[src/rtl/rr_arbiter_pkg.sv]
// rtl/rr_arbiter_pkg.sv - shared index helpers for the round-robin arbiter
// Purpose: modulo-N index arithmetic used by the priority picker and the
//          pointer update, so the wrap is explicit for non-power-of-two N.
// Ports:   none (package).
package rr_arbiter_pkg;

    localparam int RR_N_DEFAULT = 4;

    // (a + b) mod n, for a < n and b < n.
    function automatic int wrap_add(input int a, input int b, input int n);
        int s;
        s = a + b;
        if (s >= n) begin
            s = s - n;
        end
        return s;
    endfunction

    // (idx + 1) mod n, for idx < n.
    function automatic int wrap_inc(input int idx, input int n);
        return (idx + 1 >= n) ? 0 : idx + 1;
    endfunction

endpackage

[src/rtl/rr_arbiter_if.sv]
// rtl/rr_arbiter_if.sv - request/grant bundle between requesters and the arbiter
// Purpose: groups the level-sensitive request vector and the one-hot grant.
// Signals: req[N-1:0] request vector (requester side drives)
//          gnt[N-1:0] registered one-hot-or-zero grant (arbiter drives)
// Modports: master = requester side, slave = arbiter side.
interface rr_arbiter_if #(
    parameter int N = 4
);
    logic [N-1:0] req;
    logic [N-1:0] gnt;

    modport master (output req, input gnt);
    modport slave  (input req, output gnt);
endinterface

[src/rtl/rr_prio_pick.sv]
// rtl/rr_prio_pick.sv - combinational rotating priority encoder
// Purpose: finds the first set bit of i_req searching from index i_ptr
//          upward and wrapping modulo N.
// Ports:   i_req[N-1:0]       request vector
//          i_ptr[PTR_W-1:0]   index of the highest-priority requester (< N)
//          o_winner[PTR_W-1:0] index of the selected requester
//          o_valid            at least one request is set
module rr_prio_pick
    import rr_arbiter_pkg::*;
#(
    parameter int N     = RR_N_DEFAULT,
    parameter int PTR_W = $clog2(N)
) (
    input  logic [N-1:0]     i_req,
    input  logic [PTR_W-1:0] i_ptr,
    output logic [PTR_W-1:0] o_winner,
    output logic             o_valid
);

    logic [2*N-1:0] w_dbl;
    logic [N-1:0]   w_rot;
    int             w_off;

    assign w_dbl = {i_req, i_req};

    always_comb begin
        // Rotating the doubled vector right by ptr puts requester ptr at
        // bit 0; a plain lowest-bit search then yields the offset from ptr.
        w_rot    = N'(w_dbl >> i_ptr);
        o_valid  = 1'b0;
        w_off    = 0;
        for (int k = N - 1; k >= 0; k--) begin
            if (w_rot[k]) begin
                o_valid = 1'b1;
                w_off   = k;
            end
        end
        o_winner = PTR_W'(wrap_add(int'(i_ptr), w_off, N));
    end

endmodule

[src/rtl/rr_arbiter.sv]
// rtl/rr_arbiter.sv - N-requester round-robin arbiter with registered grant
// Purpose: grants at most one active requester per clock, searching from a
//          rotating pointer that moves just past each winner.
// Ports:   clk  sole clock, rising edge
//          rst  synchronous active-high reset
//          bus  rr_arbiter_if.slave: req in, gnt out (one cycle after req)
module rr_arbiter
    import rr_arbiter_pkg::*;
#(
    parameter  int N     = RR_N_DEFAULT,
    localparam int PTR_W = $clog2(N)
) (
    input  logic            clk,
    input  logic            rst,
    rr_arbiter_if.slave     bus
);

    logic [N-1:0]     r_gnt;
    logic [PTR_W-1:0] r_ptr;
    logic [PTR_W-1:0] w_winner;
    logic             w_valid;

    rr_prio_pick #(
        .N     (N),
        .PTR_W (PTR_W)
    ) u_pick (
        .i_req    (bus.req),
        .i_ptr    (r_ptr),
        .o_winner (w_winner),
        .o_valid  (w_valid)
    );

    always_ff @(posedge clk) begin
        if (rst) begin
            r_gnt <= '0;
            r_ptr <= '0;
        end else if (w_valid) begin
            r_gnt <= N'(1) << w_winner;
            // The winner drops to lowest priority next cycle.
            r_ptr <= PTR_W'(wrap_inc(int'(w_winner), N));
        end else begin
            // Idle cycle: pointer keeps its place in the rotation.
            r_gnt <= '0;
        end
    end

    assign bus.gnt = r_gnt;

endmodule

[src/flat_wrapper.sv]
// flat-port wrapper written by rule: the top's interface ports become plain ports
module rr_arbiter_flat import rr_arbiter_pkg::*;
#(
    parameter  int N     = RR_N_DEFAULT,
    localparam int PTR_W = $clog2(N)
)
  (clk, rst, bus_req, bus_gnt);
  rr_arbiter_if #(.N(N)) bus_i ();
  input  logic clk;
  input  logic rst;
  input wire logic [$bits(bus_i.req)-1:0] bus_req;
  output wire logic [$bits(bus_i.gnt)-1:0] bus_gnt;
  assign bus_i.req = bus_req;
  assign bus_gnt = bus_i.gnt;
  rr_arbiter #(.N(N)) u_core (.clk(clk), .rst(rst), .bus(bus_i));
endmodule
[config.mk]
export PLATFORM = sky130hd
export DESIGN_NAME = rr_arbiter_flat
export DESIGN_NICKNAME = d
export VERILOG_FILES = /design/src/rtl/rr_arbiter_pkg.sv /design/src/rtl/rr_arbiter_if.sv /design/src/rtl/rr_prio_pick.sv /design/src/rtl/rr_arbiter.sv /design/src/flat_wrapper.sv
export SDC_FILE = /design/constraint.sdc
export NUM_CORES = 1
export LEC_CHECK = 0
export CAP_MARGIN = 25
export CORE_AREA = 8 8 45 47
export DETAILED_ROUTE_END_ITERATION = 7
export DIE_AREA = 0 0 53 55
export GPL_TIMING_DRIVEN = 0
export PLACE_DENSITY_LB_ADDON = 0.3
export SYNTH_ARGS = -nofsm -noshare
export SYNTH_HDL_FRONTEND = slang
export SYNTH_SLANG_ARGS = --single-unit
[constraint.sdc]
create_clock -name clk -period 1.94 [get_ports clk]
set_input_delay 0.388 -clock clk [delete_from_list [all_inputs] [get_ports clk]]
set_output_delay 0.388 -clock clk [all_outputs]
set_load 0.005 [all_outputs]
==> impl_metrics.toml <==
[power_and_ir_drop]
irDropWorstVdd_mv = 0.508
power.density_nw_per_um2 = 1390
p_total_uw = 904
leakage_nw = 0.243

[sta]
fmax_mhz = 546
setup_viol = 0
relSlewSlack = 0.706
period_share = 0.944
rsz0062_at_grt = "no"
min_period_ns = 1.83
finalHoldViolCount = 0
slew_viol_final = 0
fin_ws_ns = 0.108
tightest_slew_ns = 0.436
fin_worst_skew_ns = 0.00521

[cts]
clock_latency_ns = 0.25
numCtsBuffers = 3
ctsHoldBuffers = 0
clockRootBuffer = "clkbuf_4"
cts_sinks = 6
htreeDepth = 1
cts_tree = "built"
clockBufferDepth = 2
clkTransAtPathRegs_ns = 0.05

[floorplan]
rows = 14
initial_core_util = 0.333
ios = 10
fp.dieW_um = 53
die_y_um = 55
die_area_um2 = 2920
core_area_um2 = 1380

[worst_hold_path]
hold_start = "bus_req[1]"
min_path_type = "in2reg"

[setup_path]
cp_top_family = "compound AO/OA/AOI/OAI gates"
startpoint = "u_core.r_ptr[0]$_SDFFE_PP0P_"
r2r_start = "u_core.r_ptr[0]$_SDFFE_PP0P_"
cp_cell_sequence = "o311a_4 > o21ai_4 > ha_4 > nor2b_4 > o2111a_1 > o21ai_1 > o31ai_1"
worstSetupStartpointType = "flop"
crit_path_end_kind = "flop"
crit_arrival_ns = 1.95
crit_fanout = 8
critPathKind = "reg2reg"
worstPathRequired_ns = 2.06
cp_slowest_cell = "o311a_4"
path_buf_inv = 0
slowest_delay_ns = 0.39

[placement]
dp_cells = 76
gp_congestion = 0.760
dp_slack_ns = -0.750
dpl_cell_area_um2 = 556
port_buffers = 7
dpl.hpwl_um = 718

[final_layout]
nNetsFinal = 74
instances_no_fill = 81
synthToLayoutAreaGrowth_pct = 41.0
final_cell_area_um2 = 649
drive_gt1_frac = 0.415
num-fill-cells = 134
layout_common_cells = "nor2_1, clkdlybuf4s50_1, dfxtp_1"
final_common_cell = "nor2_1"
antenna_cells = 0

[routing]
drt-total-wl_um = 1010
drc = 0
ant_nets = 0
vias = 423
wl_per_cell_um = 12.5
drtIter0Drc = 7
avgViaCountPerCell = 5.22
drt_pass1_iterations = 4

[synth]
ys_types = 31
seq_area_frac_synth = 0.261
synth_nets = 60
synthesis.instances = 53
synth_seq_cells = 6
yosysWarnings = 0
netlist_area_um2 = 460
syn_avg_cell_area_um2 = 8.69

[grt]
grt_overflow = 0
grt_pass1_wl_um = 1770
antenna_found_initial = 0
grt_util_all_layers = 0.0826
grt_start_max_net_pins = 11
grt_pass1_vias = 411

[run]
drv_cap = 0

[run_status]
status = "completed"
==> timing repair <==
item / in CTS / in global routing
setup endpoints to repair: 6 / 1
pin swaps: 4 / 5
buffers inserted: 2 / 1
gates cloned: 0 / 0
gates resized for setup: 10 / 9
==> layout make-up <==
type	count	area, µm²	share of cell area
well taps	16	20.0	0.0308
clock buffers	3	22.5	0.0347
inverters	1	3.75	0.00578
multi-input cells	42	373	0.574
repair buffers	10	82.6	0.127
flip-flops and latches	6	124	0.191
plain buffers	3	23.8	0.0366
==> metrics by stage <==
step / util / setup TNS [ns] / hold WS [ns]
2_1_floorplan: - / 0 / 0.459
3_3_place_gp: 0.401 / -3.18 / 0.638
3_5_place_dp: 0.401 / -3.29 / 0.639
4_1_cts: 0.457 / 0 / 0.496
5_1_grt: 0.469 / 0 / 0.551
6_report: 0.469 / 0 / 0.545
==> routing by layer <==
layer	vias to the layer above	share of wire	global-route usage
met5	-	0	0
met4	0	0.025	0.0647
met3	3	0.041	0.0241
met2	9	0.52	0.139
met1	190	0.42	0.0854
li1	221	-	-
==> cell families (layout without fill, tap and decap cells) <==
family,after synthesis,after routing,share of synthesized area
AND/OR/NAND/NOR,26,26,0.351
AO/OA/AOI/OAI,13,13,0.223
flip-flops,6,6,0.261
buffers and inverters,5,17,0.0842
XOR/XNOR,2,2,0.0544
adder cells (fa/ha/maj),1,1,0.0272
==> worst reg2reg max path: stages (launching register included) <==
cell	delay (ns)
dfxtp_4	0.37
o311a_4	0.39
o21ai_4	0.17
ha_4	0.23
nor2b_4	0.12
o2111a_1	0.24
o21ai_1	0.11
o31ai_1	0.08
==> sequential cells by signal, summed over array words and instances (netlist names) <==
signal and count:
u_core.bus.gnt 4, u_core.r_ptr 2
==> power by group <==
part / total (mW) / internal [mW] / switching [mW]
logic: 0.584 / 0.330 / 0.253
clock network: 0.116 / 0.0700 / 0.0462
registers: 0.204 / 0.177 / 0.0267
==> final timing paths <==
check / end / slack, ns / depth (start not counted)
worst max-delay path: u_core.r_ptr[1]$_SDFFE_PP0P_ / 0.11 / 7
worst min-delay path: u_core.bus.gnt[2]$_SDFF_PP0_ / 0.55 / 3
worst min register to register: u_core.r_ptr[1]$_SDFFE_PP0P_ / 0.66 / 3
worst max register to register: u_core.r_ptr[1]$_SDFFE_PP0P_ / 0.11 / 7
==> synth_stat cells (all sizes together) <==
cell,n,share of area
nor3,1,0.011
a211oi,2,0.033
o2111ai,1,0.019
nand2,3,0.030
nand2b,1,0.014
o2111a,1,0.024
nor2b,4,0.071
inv,1,0.0081
xor2,1,0.019
buf,4,0.076
nor4b,1,0.033
a221oi,1,0.019
a21oi,1,0.011
nor3b,1,0.027
o21bai,1,0.024
o311a,1,0.024
nor2,10,0.082
nand3,1,0.011
o31a,1,0.019
o21ai,3,0.033
xnor2,1,0.035
ha,1,0.027
o31ai,1,0.016
dfxtp,6,0.26
and3b,1,0.019
nor4,3,0.054
(Power assumes the default switching activity.)
